### config.mk
export PLATFORM = sky130hd
export DESIGN_NAME = input_event_capture
export DESIGN_NICKNAME = d
export VERILOG_FILES = /design/src/rtl/input_event_capture.sv
export SDC_FILE = /design/constraint.sdc
export NUM_CORES = 1
export LEC_CHECK = 0
export ABC_AREA = 1
export CAP_MARGIN = 0
export CORE_MARGIN = 5
export CORE_UTILIZATION = 55
export DETAILED_ROUTE_END_ITERATION = 10
export PLACE_DENSITY = 0.73
export SYNTH_ARGS = -nofsm -noshare
export SYNTH_HDL_FRONTEND = slang
export SYNTH_SLANG_ARGS = --single-unit
### constraint.sdc
create_clock -name clock_100mhz -period 30.9 [get_ports clock_100mhz]
set_clock_uncertainty 0.2 [all_clocks]
set_input_delay 6.18 -clock clock_100mhz [delete_from_list [all_inputs] [get_ports clock_100mhz]]
set_output_delay 6.18 -clock clock_100mhz [all_outputs]
set_load 0.02 [all_outputs]
### src/rtl/input_event_capture.sv
// input_event_capture: synchronised, debounced buttons/switches with a change-event FIFO.
// Define INPUT_EVENT_TIMESTAMP_EN to tag each event with a 16-bit cycle timestamp.
module input_event_capture #(
    parameter int DEBOUNCE_CYCLES = 1000000,
    parameter int FIFO_DEPTH      = 8
) (
    input  logic                         clock_100mhz,
    input  logic                         reset,
    input  logic [4:0]                   buttons_raw,
    input  logic [15:0]                  switches_raw,
    input  logic                         event_pop,
    input  logic                         clear_overflow,
    output logic [4:0]                   button_state,
    output logic [15:0]                  switch_state,
    output logic                         event_valid,
    output logic [5:0]                   event_data,
    output logic [$clog2(FIFO_DEPTH):0]  event_count,
`ifdef INPUT_EVENT_TIMESTAMP_EN
    output logic [15:0]                  event_timestamp,
`endif
    output logic                         overflow
);
    localparam int NI = 21;
    localparam int CW = $clog2(DEBOUNCE_CYCLES + 1);
    localparam int AW = $clog2(FIFO_DEPTH);
`ifdef INPUT_EVENT_TIMESTAMP_EN
    localparam int DW = 22;
`else
    localparam int DW = 6;
`endif

    logic [NI-1:0] sync1_q, sync2_q, stable_q, stable_d, pend_q, pend_d, grant;
    logic [CW-1:0] cnt_q [NI];
    logic [CW-1:0] cnt_d [NI];
    logic [4:0]    sel;
    logic [AW-1:0] wr_q, rd_q;
    logic [AW:0]   count_q, count_d;
    logic          ovf_q, ovf_d, full, do_push, do_pop, has_pend;
    logic [DW-1:0] mem [FIFO_DEPTH];
    logic [DW-1:0] wdata, head;
`ifdef INPUT_EVENT_TIMESTAMP_EN
    logic [15:0]   ts_q;
`endif

    always_comb begin
        stable_d = stable_q;
        pend_d   = pend_q & ~grant;
        for (int i = 0; i < NI; i++) begin
            cnt_d[i] = '0;
            if (sync2_q[i] != stable_q[i]) begin
                if (cnt_q[i] == CW'(DEBOUNCE_CYCLES - 1)) begin
                    stable_d[i] = ~stable_q[i];
                    pend_d[i]   = 1'b1;
                end else begin
                    cnt_d[i] = cnt_q[i] + CW'(1);
                end
            end
        end
    end

    // lowest index wins; a bit re-set on its service edge survives via pend_d
    always_comb begin
        sel   = '0;
        grant = '0;
        for (int i = NI - 1; i >= 0; i--)
            if (pend_q[i]) sel = 5'(i);
        grant[sel] = has_pend;
    end

    assign has_pend = |pend_q;
    assign full     = count_q == (AW+1)'(FIFO_DEPTH);
    assign do_pop   = event_pop && event_valid;
    assign do_push  = has_pend && (!full || do_pop);
    assign ovf_d    = (has_pend && full && !do_pop) || (ovf_q && !clear_overflow);
    assign count_d  = (do_push && !do_pop) ? count_q + (AW+1)'(1)
                    : (!do_push && do_pop) ? count_q - (AW+1)'(1) : count_q;
`ifdef INPUT_EVENT_TIMESTAMP_EN
    assign wdata    = {ts_q, sel, stable_q[sel]};
`else
    assign wdata    = {sel, stable_q[sel]};
`endif

    always_ff @(posedge clock_100mhz or posedge reset) begin
        if (reset) begin
            sync1_q  <= '0;
            sync2_q  <= '0;
            stable_q <= '0;
            pend_q   <= '0;
            for (int i = 0; i < NI; i++) cnt_q[i] <= '0;
            wr_q     <= '0;
            rd_q     <= '0;
            count_q  <= '0;
            ovf_q    <= 1'b0;
        end else begin
            sync1_q  <= {switches_raw, buttons_raw};
            sync2_q  <= sync1_q;
            stable_q <= stable_d;
            pend_q   <= pend_d;
            for (int i = 0; i < NI; i++) cnt_q[i] <= cnt_d[i];
            wr_q     <= do_push ? wr_q + AW'(1) : wr_q;
            rd_q     <= do_pop ? rd_q + AW'(1) : rd_q;
            count_q  <= count_d;
            ovf_q    <= ovf_d;
        end
    end

`ifdef INPUT_EVENT_TIMESTAMP_EN
    always_ff @(posedge clock_100mhz or posedge reset) begin
        if (reset) ts_q <= '0;
        else ts_q <= ts_q + 16'd1;
    end
    assign event_timestamp = event_valid ? head[21:6] : '0;
`endif

    // storage needs no reset: outputs are gated by event_valid
    always_ff @(posedge clock_100mhz) begin
        if (do_push) mem[wr_q] <= wdata;
    end

    assign head         = mem[rd_q];
    assign event_valid  = count_q != '0;
    assign event_data   = event_valid ? head[5:0] : '0;
    assign event_count  = count_q;
    assign overflow     = ovf_q;
    assign button_state = stable_q[4:0];
    assign switch_state = stable_q[20:5];
endmodule

==> key figures <==
Timing
  • Fin Hold WS: 147 ps
  • Fin crit period: 9580 ps
  • Final number of setup-violating endpoints: 0
  • Final WS setup: 21,320 ps
  • Max_slew headroom: 0.226
  • Setup TNS: 0 ps
  • Unrepaired setup endpoints after global routing: false
  • Hold Fails Final Rpt: 0
  • Final period util: 0.310
  • Max Fclk: 0.104 GHz
  • Worst slew pin tran: 1160 ps
  • Max-slew violation count: 0

Finish
  • Fraction of final layout cells sized beyond drive strength 1: 0.0810
  • Syn-to-layout area delta: 12.4%
  • # fillers: 3,907
  • Final #Nets: between 3,000 and 4,000
  • Post-layout util: 0.626
  • Antenna diode count: 0

Route
  • Vias per inst: 5.37
  • Drt total wl: 56.3 mm
  • Vias: 20,623
  • DRC viols: 0
  • Drt first-iter violations: 1,449
  • Routed Antenna Nets: 0
  • DRT Pass-1 Iters: 6
  • Routed wire per std cell: between 10 and 15 um

Logic synthesis
  • Post-synth top area share: 0.484
  • Post-synth top area cell: dfrtp_1
  • Sequential area share after synthesis: 0.538
  • Synth Warn #: 0
  • #FFs+latches synth: 563
  • Synthesized area: ~0.027 mm2
  • Mapped Nets: between 3,000 and 4,000
  • Avg Cell Area, Syn: 8.68 um2
  • Synthesized instance count: 3,071
  • Area contributors post-synth: dfrtp_1 (48%), nor2_1 (7.1%), inv_1 (6.7%)
  • Cell variety after synth: 46

Clock tree
  • Post-CTS Setup Bufs: 0
  • CTS max path bufs: 3
  • H-tree levels: 2
  • Root Buffer: clkbuf_16
  • Cts hold-fix bufs: 0
  • TritonCTS Sinks: 563
  • CTS Buf Count: 58
  • Clk slew on worst S/H paths: 60 ps
  • CTS tree: done
  • Skew-Pair Late Insertion Delay: 620 ps
  • CTS resizes: 0

Die
  • Row Count: 80
  • Core area: 0.0478 mm2
  • Die ar.: around 0.053 mm2
  • Starting Density: 0.557
  • Ports: 58
  • Die W: 230 um
  • Die Height: about 230 um

Setup path
  • Slowest CP cell: dfrtp_1
  • Worst EP required: roughly 25,000 ps
  • CP Capture Type: output pin
  • CP arrival: 3200 ps
  • Crit start category: flop
  • Slowest cell delay on critical path: 820 ps
  • Critical path fanouts, max: 26
  • CP bufs+invs: 2
  • Delay-heaviest family, CP: buffers and inverters
  • CP Class: flop to output pin
  • Most frequent CP cell: o21ai_0
  • CP Cell Sequence: inv_1 -> o21ai_0 -> o22ai_1 -> o21ai_0 -> a31oi_1 -> clkdlybuf4s50_1

Power and ir drop
  • Leak: 12.6 nW
  • Largest vdd supply drop: 49.5 uV
  • PwrDens: 54.6 mW/mm2

Global route
  • Largest net degree at the start of global routing: about 110
  • Grt ovf: 0
  • GRT Total Usage: 0.216
  • First-pass GRT wire length: around 97 mm
  • Vias in the first global route: 20,657
  • Initial antenna violation count: 0

Placed design
  • Setup WS pre-CTS: 21,650 ps
  • Detail Placement HPWL: 40.0 mm
  • I/O Buffers: 57
  • RePlAce Congestion: around 0.86

Run status
  • Run status: complete, no violations

Flow run
  • Max-cap violations: 0

Min path
  • HP Class: flop to flop
[through the flow]
step                cells  instance area (um2)  power (mW)
floorplan            3071                26600       0.881
detailed placement   3731                28000       0.930
finish               3839                30000        1.63
CTS                  3839                30000        1.65
global placement     3731                28000       0.925
global route         3839                30000        1.70
[cells in the final DEF, fill, tap and decap left out, drive strengths merged, types with 66 or more instances in the layout]
master,count
dfrtp,515
clkbuf,83
nand3,134
a21oi,171
nand2,392
nand4,93
nor3,151
inv,499
o21ai,169
xnor2,66
nor2,551
[logic make-up (layout without fill, tap and decap cells)]
kind of cell	count (synthesis)	in the layout	share of synthesized area
AND/OR/NAND/NOR	1424	1424	0.251
flip-flops	563	563	0.538
buffers and inverters	529	682	0.0746
AO/OA/AOI/OAI	412	412	0.0832
XOR/XNOR	96	96	0.0316
adder cells (fa/ha/maj)	27	27	0.0130
multiplexers	20	20	0.00845
[area by class of cell]
class                      instances  area, um2  area share
tap                              615        769      0.0257
clock inverter                    25        277     0.00923
timing repair buffer              66        638      0.0213
clock buffer                      83       1700      0.0567
sequential                       563      14300       0.478
inverter                         508       1910      0.0639
multi-input combinational       1979      10300       0.345
[per-layer routing]
layer / global-route usage / up-vias / share of wire / wire [um]
li1: - / 10218 / - / -
met1: 0.289 / 9850 / 0.45 / 25500
met2: 0.360 / 440 / 0.47 / 26600
met3: 0.0369 / 115 / 0.047 / 2620
met4: 0.0725 / 0 / 0.030 / 1670
met5: 0 / - / 0 / 0
[worst reg2reg max path, delay by kind of cell, from the launching register on]
family / cells / cell delay, ps
buffers and inverters: 1 / 70
flip-flops: 1 / 420
AND/OR/NAND/NOR: 25 / 3200
[worst paths after layout]
path	end	cells past startpoint	slack [ps]	start
min in group asynchronous	cnt_q[359]	2	5870	reset
max in group asynchronous	stable_q[17]	4	22440	reset
worst max register to register	mem[3][0]	26	26660	pend_q[18]
worst min-delay path	sync2_q[8]	0	150	sync1_q[8]
worst min register to register	sync2_q[8]	0	150	sync1_q[8]
worst max-delay path	event_data[2]	6	21320	rd_q[0]
[state kept, by name, indices dropped and copies added (netlist names), 4 cells and up]
signal	flops
cnt_q	420
mem	48
pend_q	21
stable_q	21
sync1_q	21
sync2_q	21
event_count	4
[synthesized netlist by cell type, drive strengths merged]
cell type / number
nor3b: 40
buf: 2
nand4: 93
and3: 5
nor3: 151
nand3: 134
a31oi: 22
o21a: 27
a21oi: 171
xnor2: 66
nor4: 51
a21o: 4
edfxtp: 48
nor2: 551
nand3b: 2
o21ai: 169
clkinv: 9
mux2: 20
a221oi: 1
inv: 499
o21bai: 2
or2: 2
fa: 1
a31o: 8
o22ai: 7
dfrtp: 515
clkbuf: 19
and2: 2
nand2: 392
or4: 1
xor2: 30
ha: 26
o31ai: 1
[power breakdown]
part | internal (mW) | switching [mW]
sequential | 0.759 | 0.0178
clock | 0.430 | 0.287
combinational | 0.0546 | 0.0853
total | 1.24 | 0.390
(Power assumes the default switching activity.)
